`src/rtl/reg_adder4.sv`:
```
// rtl/reg_adder4.sv - registered two-operand adder with carry or signed-overflow flag
module reg_adder4 #(
    parameter int WIDTH       = 4,
    parameter int SIGNED_MODE = 0
) (
    input  logic             Clk,
    input  logic             Reset,
    input  logic             En,
    input  logic [WIDTH-1:0] A,
    input  logic [WIDTH-1:0] B,
    output logic [WIDTH-1:0] Sum,
    output logic             Overflow
);

    logic [WIDTH:0] w_full;
    logic           w_carry;
    logic           w_sovf;
    logic           w_ovf;

    assign w_full  = {1'b0, A} + {1'b0, B};
    assign w_carry = w_full[WIDTH];
    // Signed overflow: like-signed operands yielding a result of the other sign.
    assign w_sovf  = (A[WIDTH-1] == B[WIDTH-1]) && (w_full[WIDTH-1] != A[WIDTH-1]);
    assign w_ovf   = (SIGNED_MODE != 0) ? w_sovf : w_carry;

    always_ff @(posedge Clk or posedge Reset) begin
        if (Reset) begin
            Sum      <= '0;
            Overflow <= 1'b0;
        end else if (En) begin
            Sum      <= w_full[WIDTH-1:0];
            Overflow <= w_ovf;
        end
    end

endmodule

```
`config.mk`:
```
export PLATFORM = sky130hd
export DESIGN_NAME = reg_adder4
export DESIGN_NICKNAME = d
export VERILOG_FILES = /design/src/rtl/reg_adder4.sv
export SDC_FILE = /design/constraint.sdc
export NUM_CORES = 1
export LEC_CHECK = 0
export CORE_AREA = 2 2 39 41
export CTS_BUF_LIST = sky130_fd_sc_hd__clkbuf_8
export CTS_CLUSTER_DIAMETER = 60
export DETAILED_ROUTE_END_ITERATION = 16
export DIE_AREA = 0 0 41 43
export GPL_TIMING_DRIVEN = 0
export RECOVER_POWER = 100
export SKIP_CTS_REPAIR_TIMING = 1
export SYNTH_ARGS = -nofsm -noshare
export SYNTH_HDL_FRONTEND = slang
export SYNTH_SLANG_ARGS = --single-unit
export TNS_END_PERCENT = 10
```
`constraint.sdc`:
```
create_clock -name Clk -period 1.7 [get_ports Clk]
set_input_delay 0.255 -clock Clk [delete_from_list [all_inputs] [get_ports Clk]]
set_output_delay 0.255 -clock Clk [all_outputs]
set_load 0.03 [all_outputs]
```
==> results of run 1 <==
layout by cell type (no fill, tap or decap):
cell type                         instances
sky130_fd_sc_hd__mux2_2                   2
sky130_fd_sc_hd__o21ai_0                  1
sky130_fd_sc_hd__nor2_1                   2
sky130_fd_sc_hd__dlygate4sd3_1            6
sky130_fd_sc_hd__ha_1                     4
sky130_fd_sc_hd__nand3b_1                 1
sky130_fd_sc_hd__a21oi_1                  1
sky130_fd_sc_hd__inv_1                    6
sky130_fd_sc_hd__dfrtp_1                  5
sky130_fd_sc_hd__o311ai_0                 1
sky130_fd_sc_hd__nor2b_1                  1
sky130_fd_sc_hd__a31oi_1                  1
sky130_fd_sc_hd__nand2_4                  1
sky130_fd_sc_hd__nand2b_1                 1
sky130_fd_sc_hd__nand4b_1                 1
sky130_fd_sc_hd__buf_6                    1
sky130_fd_sc_hd__o311a_1                  1
sky130_fd_sc_hd__clkbuf_8                 3
sky130_fd_sc_hd__a21o_1                   1
sky130_fd_sc_hd__xnor2_1                  1
sky130_fd_sc_hd__clkdlybuf4s50_1          8
sky130_fd_sc_hd__fa_2                     1
path summary, 6_finish.rpt:
check	end	slack (ns)	cells past startpoint
setup / recovery	Sum[2]	0.12	6
hold / removal	Sum[1]	0.28	2
setup reg to reg	Sum[3]	0.81	3
hold reg to reg	Sum[0]	0.50	1
max in group asynchronous	Sum[2]	1.16	2
min in group asynchronous	Overflow	0.38	2
registers in the layout, summed over array words and instances, names as in the netlist:
name	flops
Sum	4
Overflow	1
per-layer routing:
layer / share of wire / vias to the layer above
met3: 0.11 / 0
met5: 0 / -
met4: 0 / 0
li1: - / 145
met2: 0.49 / 12
met1: 0.40 / 135
cell usage after synthesis:
cell type / instances
sky130_fd_sc_hd__inv_1: 5
sky130_fd_sc_hd__o311a_1: 1
sky130_fd_sc_hd__a31oi_1: 1
sky130_fd_sc_hd__xnor2_1: 1
sky130_fd_sc_hd__dfrtp_1: 5
sky130_fd_sc_hd__ha_1: 4
sky130_fd_sc_hd__nand2_4: 1
sky130_fd_sc_hd__buf_6: 1
sky130_fd_sc_hd__nor2b_1: 1
sky130_fd_sc_hd__fa_1: 1
sky130_fd_sc_hd__o311ai_1: 1
sky130_fd_sc_hd__a21oi_1: 1
sky130_fd_sc_hd__mux2_2: 2
sky130_fd_sc_hd__a21o_1: 1
sky130_fd_sc_hd__nand3b_1: 1
sky130_fd_sc_hd__o21ai_0: 1
sky130_fd_sc_hd__nor2_1: 2
sky130_fd_sc_hd__nand4b_1: 1
sky130_fd_sc_hd__nand2b_1: 1
layout make-up:
cell class | instances | area (µm²)
multi-input cells | 21 | 193.9
flip-flops and latches | 5 | 125.1
repair buffers | 14 | 140.1
plain buffers | 1 | 11.26
inverters | 5 | 18.77
clock inverters | 1 | 3.754
fillers | 151 | 829.5
well taps | 16 | 20.02
clock buffers | 3 | 41.29
power by group through the flow:
| stage | Clock, µW | Combinational [µW] | Sequential [µW] |
|---|---|---|---|
| after global placement | 0 | 172 | 152 |
| final | 206 | 163 | 150 |
| after global routing | 228 | 178 | 153 |
| after detailed placement | 0 | 174 | 153 |
| after CTS | 213 | 175 | 151 |
| after floorplan | 0 | 59.1 | 192 |
worst max-delay path: stages:
cell and delay [ns]:
sky130_fd_sc_hd__clkdlybuf4s50_1 0.46, sky130_fd_sc_hd__ha_1 0.17, sky130_fd_sc_hd__inv_1 0.06, sky130_fd_sc_hd__fa_2 0.34, sky130_fd_sc_hd__xnor2_1 0.13, sky130_fd_sc_hd__mux2_2 0.26
through the flow:
stage | util | cells | setup TNS (ns) | total power (µW) | worst slack, ns
after global routing | 0.4005 | 66 | 0 | 557.8 | 0.04024
after CTS | 0.3987 | 66 | 0 | 538.9 | 0.03967
final | 0.4005 | 66 | 0 | 519.5 | 0.1178
after global placement | 0.3662 | 62 | -0.2832 | 323.7 | -0.1703
after detailed placement | 0.3662 | 62 | -0.2884 | 326.7 | -0.1754
after floorplan | - | 32 | 0 | 251.5 | 0.3754
cell families (layout without fill, tap and decap cells):
| kind of cell | after synthesis | after routing |
|---|---|---|
| xor+xnor | 1 | 1 |
| mux | 2 | 2 |
| compound gates | 6 | 6 |
| flops | 5 | 5 |
| fa+ha+maj | 5 | 5 |
| simple gates | 7 | 7 |
| buf+inv | 6 | 24 |
==> impl_metrics.tcl, run 1 <==
set metrics [dict create \
    clock_pin_slew_reported_for_the_worst_setup_and_hold_paths_after_clock_tree_synthesis_ns 0.03 \
    areaGrowthSynthToFinish_pct 59.93 \
    cts.path.max_buffers 2 \
    finClkSkew_ns 0 \
    synth-seq-area-share 0.3610 \
    stdcell_area_um2 554.3 \
    critical_path.startpoint "A[0]" \
    syn-mean-instance-area_um2 10.83 \
    detail_route.drc_violations 0 \
    insertedDiodeCount 0 \
    vias_per_cell 4.424 \
    numCtsBuffers 3 \
    rd_place_congestion 0.6091 \
    num_rows 14 \
    pin_count 16 \
    grt_setup_unrepaired "false" \
    synth_compound_gate_area_share 0.1227 \
    antenna_found_initial 0 \
    tritoncts "yes" \
    fp.dieH_um 43 \
    synth.net_count 48 \
    kind_of_path_behind_the_tightest_hold_check "in2reg" \
    vias 292 \
    core_area_mm2 0.001384 \
    crit_path_max_fanout 2 \
    routed_wire_length_per_instance_um 9.424 \
    cts.root.buffer_cell "sky130_fd_sc_hd__clkbuf_8" \
    met1_usage 0.1118 \
    drive_gt1_frac 0.1600 \
    netlist_instances 32 \
    timing.critical_path.from_type "primary input" \
    p_switching_uw 146.0 \
    first_global_vias 284 \
    synth-adder-area-share 0.2022 \
    fin_nets 67 \
    grt_util_met3 0.07853 \
    gr_peak_layer "met2" \
    max-cap-violations 0 \
    die_w_um 41 \
    htreeDepth 1 \
    critPathArrivalTime_ns 1.68 \
    netlist_top_cells_area "sky130_fd_sc_hd__dfrtp_1 36%, sky130_fd_sc_hd__ha_1 14%, sky130_fd_sc_hd__mux2_2 6.5%" \
    detail_route.wirelength_um 622 \
    drt_iter0_markers 1 \
    timing.final.crit_period_ns 1.582 \
    synth_warnings 0 \
    crit_path_end_kind "register" \
    placement.io_buffers 14 \
    power_per_cell_area_mw_per_mm2 937.2 \
    hold_start "En" \
    yosysUniqueCellTypes 19 \
    global_route.overflow_total 0 \
    detailed_place_hpwl_um 536.2 \
    p_leak_uw 0.0002497 \
    placedInstanceArea_um2 506.7 \
    timing.final.crit_share 0.9307 \
    grt.total_usage 0.09909 \
    ys_seq_elements 5 \
    clock_latency_ns 0.21 \
    hold_slack_ns 0.2761 \
    clock_power_share 0.397 \
    p_sw_frac 0.2810 \
    worst_slew_pin_slew_ns 0.3507 \
    critical_path_required_ns 1.80 \
    internal_power_uw 373.5 \
    synth_simple_gate_area_share 0.1372 \
    result_of_the_run "finished, final reports clean" \
    p_seq_frac 0.289 \
    muxShareOfSynthArea 0.06498 \
    initial_utilization 0.2505 \
    grt_start_max_net_pins 11 \
    drt-pass1-iter-count 2 \
    vdd_ir_drop_max_mv 0.7814 \
    worst_r2r_start "Sum[3]" \
    dominant_combinational_cell_family_by_area_after_synthesis "adder cells" \
    final-hold-violation-count 0 \
    setup_violations 0 \
    slew_violations 0 \
    total_die_area_mm2 0.001763 \
    slew-limit-headroom 0.7632 \
    postRouteAntennaNets 0 \
    crit_type "in2reg" \
    share_comb_of_total_power 0.314 \
    synth.largest_area_cell "sky130_fd_sc_hd__dfrtp_1" \
    tritoncts_num_sinks 5 \
    grt.met2_usage 0.1438 \
    grt_pass1_wl_mm 1.124 \
    fmaxAchievable_mhz 632.0 \
    post-synth-top-area-fraction 0.3610 \
    synth.cell_area_um2 346.6 \
    yosys.area_share.xor_xnor 0.02527 \
]
Power figures use the tool's default switching activity.
==> run 2: changes to the inputs <==
clock period = 2.03 ns   (was 1.7 ns; I/O delays follow)
==> run 2 against run 1 <==
Against the previous run: hold slack improved by 0.047 ns; final area fell by 0.45%; cell count did not move; critical path depth did not move; via count did not move; die area did not move; setup slack improved by 0.15 ns; total power fell by 16%; critical endpoint unchanged; highest routed layer unchanged.
==> impl_metrics.tcl, run 2 (synthesized netlist as in run 1, its figures left out) <==
set metrics [dict create \
    rd_place_congestion 0.6091 \
    layout.filler_cells 152 \
    vias 292 \
    crit_path_max_fanout 2 \
    hold_slack_ns 0.3236 \
    detail_route.drc_violations 0 \
    setup_violations 0 \
    initial_utilization 0.2505 \
    top_layer_used "met3" \
    total_die_area_mm2 0.001763 \
    timing.critical_path.from_type "primary input" \
    crit_path_end_kind "register" \
    fmaxAchievable_mhz 567.9 \
    power_uw 434.0 \
    vias_per_cell 4.424 \
    numCtsBuffers 3 \
    power_per_cell_area_mw_per_mm2 786.6 \
    slew-limit-headroom 0.7632 \
    drive_gt1_frac 0.1400 \
    detailed_place_hpwl_um 536.2 \
    clock_pin_slew_reported_for_the_worst_setup_and_hold_paths_after_clock_tree_synthesis_ns 0.03 \
    fp.dieH_um 43 \
    grt.total_usage 0.09909 \
    p_leak_uw 0.0002505 \
    timing.final.crit_period_ns 1.761 \
    antenna_found_initial 0 \
    areaGrowthSynthToFinish_pct 59.21 \
    fin_nets 67 \
    final-hold-violation-count 0 \
    critPathArrivalTime_ns 1.86 \
    tritoncts_num_sinks 5 \
    routed_wire_length_per_instance_um 9.439 \
    clock_latency_ns 0.21 \
    kind_of_path_behind_the_tightest_hold_check "in2reg" \
    postRouteAntennaNets 0 \
    htreeDepth 1 \
    insertedDiodeCount 0 \
    critical_path_required_ns 2.13 \
    numPlacedInstances 62 \
    timing.final.crit_share 0.8674 \
    worst_slew_pin_slew_ns 0.3507 \
    ff2ff_path_depth 3 \
    slew_violations 0 \
    grt_setup_unrepaired "false" \
    drt-pass1-iter-count 2 \
    largest_reg_flops 4 \
    tritoncts "yes" \
    result_of_the_run "finished, final reports clean" \
    holdPathStages 2 \
    wl_met2_um 303 \
    core_area_mm2 0.001384 \
    reg_top3 "Sum: 4 flops, Overflow: 1 flops" \
    grt_start_max_net_pins 11 \
    crit_type "in2reg" \
    vdd_ir_drop_max_mv 0.6543 \
    routed-wl-met3_um 67 \
    num_rows 14 \
    drt_iter0_markers 1 \
    totalNegativeSetupSlack_ns 0 \
    instances_no_fill 66 \
    global_route.overflow_total 0 \
    pin_count 16 \
    finClkSkew_ns 0 \
    detail_route.wirelength_um 623 \
    first_global_vias 284 \
    regMostFlops "Sum" \
    cts.root.buffer_cell "sky130_fd_sc_hd__clkbuf_8" \
    grt_pass1_wl_mm 1.124 \
    routedLengthMet1_um 252 \
    placement.io_buffers 14 \
    fin_util 0.3987 \
    r2r_setup_slack_ns 1.14 \
    cts.path.max_buffers 2 \
    max-cap-violations 0 \
    die_w_um 41 \
    most-common-layout-cells "7 x sky130_fd_sc_hd__dlygate4sd3_1, 7 x sky130_fd_sc_hd__clkdlybuf4s50_1, 6 x sky130_fd_sc_hd__inv_1, 5 x sky130_fd_sc_hd__dfrtp_1, 4 x sky130_fd_sc_hd__ha_1" \
]
-- run 2: cell count changes in the layout (fill, tap and decap cells not counted), sizes merged --
cell,previous run,this run
dlygate4sd3,6,7
clkdlybuf4s50,8,7
-- run 2: area by class of cell --
cell class              count  area (µm²)  share of cell area
clock inverters             1       3.754            0.006803
inverters                   5       18.77             0.03401
well taps                  16       20.02             0.03628
plain buffers               1       11.26             0.02041
repair buffers             14       140.1              0.2540
flip-flops and latches      5       125.1              0.2268
clock buffers               3       41.29             0.07483
multi-input cells          21       191.4              0.3469
-- run 2: critical path, cell delays in order --
cell and delay (ns):
sky130_fd_sc_hd__dlygate4sd3_1 0.53, sky130_fd_sc_hd__ha_1 0.18, sky130_fd_sc_hd__inv_1 0.06, sky130_fd_sc_hd__fa_1 0.39, sky130_fd_sc_hd__xnor2_1 0.14, sky130_fd_sc_hd__mux2_2 0.26
-- run 2: path summary, 6_finish.rpt --
kind / from / endpoint
max: A[0] / Sum[2]
min: En / Sum[1]
max reg2reg: Sum[3] / Sum[3]
min reg2reg: Sum[0] / Sum[0]
max in group asynchronous: Reset / Sum[2]
min in group asynchronous: Reset / Overflow
-- run 2: metal layers --
layer / up-vias / global-route usage
met5: - / 0
met4: 0 / 0.02000
met3: 0 / 0.07853
met2: 12 / 0.1438
met1: 135 / 0.1118
li1: 145 / -
-- run 2: metrics by stage --
step	worst slack, ns	area [µm²]
final	0.2691	551.8
after global routing	0.1909	551.8
after CTS	0.3202	551.8
after detailed placement	0.1051	506.7
after global placement	0.1102	506.7
after floorplan	0.6559	346.6
-- run 2: power by group --
part / internal, µW / total (µW) / switching (µW) / leakage (µW)
registers: 117 / 126 / 8.22 / 0.0000580
clock network: 129 / 173 / 43.6 / 0.0000269
logic: 65.6 / 136 / 70.1 / 0.000166
total: 312 / 434 / 122 / 0.000251
==> run 3: changes to the inputs <==
ABC_AREA = 1   (was not set)
==> run 3 against run 2 <==
Against the previous run: critical path depth is 1 higher; largest cell class unchanged; largest power group unchanged; first-iteration DRC count is 100% higher; register-to-register slack better by 0.27 ns; fmax is 2.0% higher.
==> impl_metrics.tcl, run 3 <==
set metrics [dict create \
    power_per_cell_area_mw_per_mm2 776.3 \
    initial_utilization 0.2423 \
    kind_of_path_behind_the_tightest_hold_check "in2async" \
    crit_type "in2reg" \
    slew-limit-headroom 0.7917 \
    tritoncts_num_sinks 5 \
    numCtsBuffers 3 \
    grt.total_usage 0.1127 \
    instances_no_fill 77 \
    routed_wire_length_per_instance_um 9.416 \
    grt_start_max_net_pins 8 \
    timing.final.crit_period_ns 1.725 \
    cp.buffers_inverters 2 \
    most-common-layout-cells "11 x sky130_fd_sc_hd__nand2_1, 9 x sky130_fd_sc_hd__dlygate4sd3_1, 8 x sky130_fd_sc_hd__inv_1, 6 x sky130_fd_sc_hd__clkdlybuf4s50_1, 5 x sky130_fd_sc_hd__dfrtp_1" \
    htreeDepth 1 \
    detail_route.drc_violations 0 \
    final_common_cell "sky130_fd_sc_hd__nand2_1" \
    synth-seq-area-share 0.3731 \
    critical_path_required_ns 2.18 \
    detailed_place_hpwl_um 605.6 \
    yosysUniqueCellTypes 12 \
    rd_place_congestion 0.7632 \
    ys_seq_elements 5 \
    largest_reg_flops 4 \
    synth.cell_area_um2 335.3 \
    result_of_the_run "finished, final reports clean" \
    crit_path_max_fanout 3 \
    power_uw 424.4 \
    synth_warnings 0 \
    grt_pass1_wl_mm 1.207 \
    vdd_ir_drop_max_mv 0.1982 \
    fp.dieH_um 43 \
    fin_nets 78 \
    synth_flop_cell "sky130_fd_sc_hd__dfrtp_1" \
    p_leak_uw 0.0002757 \
    fmaxAchievable_mhz 579.5 \
    synth.net_count 58 \
    vias_per_cell 4.260 \
    layout.filler_cells 144 \
    drt-pass1-iter-count 2 \
    tritoncts "yes" \
    crit_path_cell_trace "dlygate4sd3_1 > ha_1 > inv_1 > fa_1 > o21ai_0 > nand2_1 > a21oi_1" \
    first_global_vias 340 \
    antenna_found_initial 0 \
    worst_path_max_delay_cell "sky130_fd_sc_hd__dlygate4sd3_1" \
    detail_route.wirelength_um 725 \
    synth_enable_flop_cells 0 \
    netlist_instances 42 \
    grt_setup_unrepaired "false" \
    postRouteAntennaNets 0 \
    critPathMaxStageDelay_ns 0.53 \
    cts.path.max_buffers 2 \
    slew_violations 0 \
    final-hold-violation-count 0 \
    crit_path_end_kind "register" \
    finClkSkew_ns 0 \
    drt_iter0_markers 2 \
    cts.root.buffer_cell "sky130_fd_sc_hd__clkbuf_8" \
    clock_pin_slew_reported_for_the_worst_setup_and_hold_paths_after_clock_tree_synthesis_ns 0.04 \
    netlist_top_cells_area "sky130_fd_sc_hd__dfrtp_1 37%, sky130_fd_sc_hd__ha_1 15%, sky130_fd_sc_hd__nand2_1 12%" \
    placement.io_buffers 15 \
    fin_util 0.3951 \
    post-synth-top-area-fraction 0.3731 \
    critPathArrivalTime_ns 1.87 \
    total_die_area_mm2 0.001763 \
    ff2ff_path_depth 2 \
    worst_slew_pin_slew_ns 0.3114 \
    areaGrowthSynthToFinish_pct 63.06 \
    worst_r2r_start "Sum[2]" \
    num_rows 14 \
    syn-mean-instance-area_um2 7.984 \
    vias 328 \
    hold_slack_ns 0.4161 \
    synthTopCellsByCount "11 x sky130_fd_sc_hd__nand2_1, 7 x sky130_fd_sc_hd__inv_1, 5 x sky130_fd_sc_hd__dfrtp_1" \
    timing.final.crit_share 0.8500 \
    clock_latency_ns 0.22 \
    max-cap-violations 0 \
    totalNegativeSetupSlack_ns 0 \
    insertedDiodeCount 0 \
    global_route.overflow_total 0 \
    reg_top3 "Sum: 4 flops, Overflow: 1 flops" \
    top_count_cell_post_synth "sky130_fd_sc_hd__nand2_1" \
    reg2reg_to "Sum[2]" \
    die_w_um 41 \
    regMostFlops "Sum" \
    drive_gt1_frac 0.06557 \
    setup_violations 0 \
    core_area_mm2 0.001384 \
    cpLargestDelayFamily "buffers and inverters" \
    pin_count 16 \
    timing.critical_path.from_type "primary input" \
    ys_async_sr_fraction 1.000 \
    r2r_setup_slack_ns 1.41 \
    synth.largest_area_cell "sky130_fd_sc_hd__dfrtp_1" \
    numPlacedInstances 73 \
]
[run 3: kinds of logic (layout without fill, tap and decap cells)]
| kind of cell | Yosys count | count (layout) | share of synthesized area |
|---|---|---|---|
| adder cells (fa/ha/maj) | 5 | 5 | 0.2090 |
| XOR/XNOR | 1 | 1 | 0.02612 |
| AND/OR/NAND/NOR | 18 | 18 | 0.2164 |
| flip-flops | 5 | 5 | 0.3731 |
| buffers and inverters | 8 | 27 | 0.08956 |
| AO/OA/AOI/OAI | 5 | 5 | 0.08583 |
[run 3: metrics by stage]
| stage | setup WS, ns | instance area (µm²) |
|---|---|---|
| final | 0.3045 | 546.8 |
| after global routing | 0.2221 | 546.8 |
| after CTS | 0.4025 | 550.5 |
| after detailed placement | 0.1830 | 505.5 |
| after global placement | 0.1768 | 505.5 |
| after floorplan | 0.7518 | 335.3 |
[run 3: worst max-delay path by stage]
stage               endpoint  depth (start not counted)  startpoint  slack (ns)
CTS                 Overflow                          7        A[0]        0.40
global placement    Overflow                          7        A[0]        0.18
detailed placement  Overflow                          7        A[0]        0.18
floorplan           Overflow                          6        A[0]        0.75
finish              Overflow                          7        A[0]        0.30
global route        Overflow                          7        A[0]        0.22
[run 3: routing by layer]
layer | routed length, µm | GRT usage | share of wire
met1 | 269 | 0.07120 | 0.37
met2 | 333 | 0.1875 | 0.46
met3 | 81 | 0.04712 | 0.11
met4 | 40 | 0.1400 | 0.055
met5 | 0 | 0 | 0
[run 3: area by class of cell]
class	instances	area, µm²	area share
Inverter	8	30.03	0.05492
Sequential cell	5	125.1	0.2288
Timing Repair Buffer	15	150.1	0.2746
Clock inverter	1	3.754	0.006865
Clock buffer	3	41.29	0.07551
Multi-Input combinational cell	29	176.4	0.3227
Tap cell	16	20.02	0.03661
[run 3: power by group]
| part | internal (µW) | total [µW] | switching (µW) |
|---|---|---|---|
| sequential | 115 | 122 | 6.86 |
| clock | 130 | 181 | 51.1 |
| combinational | 54.3 | 122 | 67.7 |
| total | 299 | 424 | 126 |
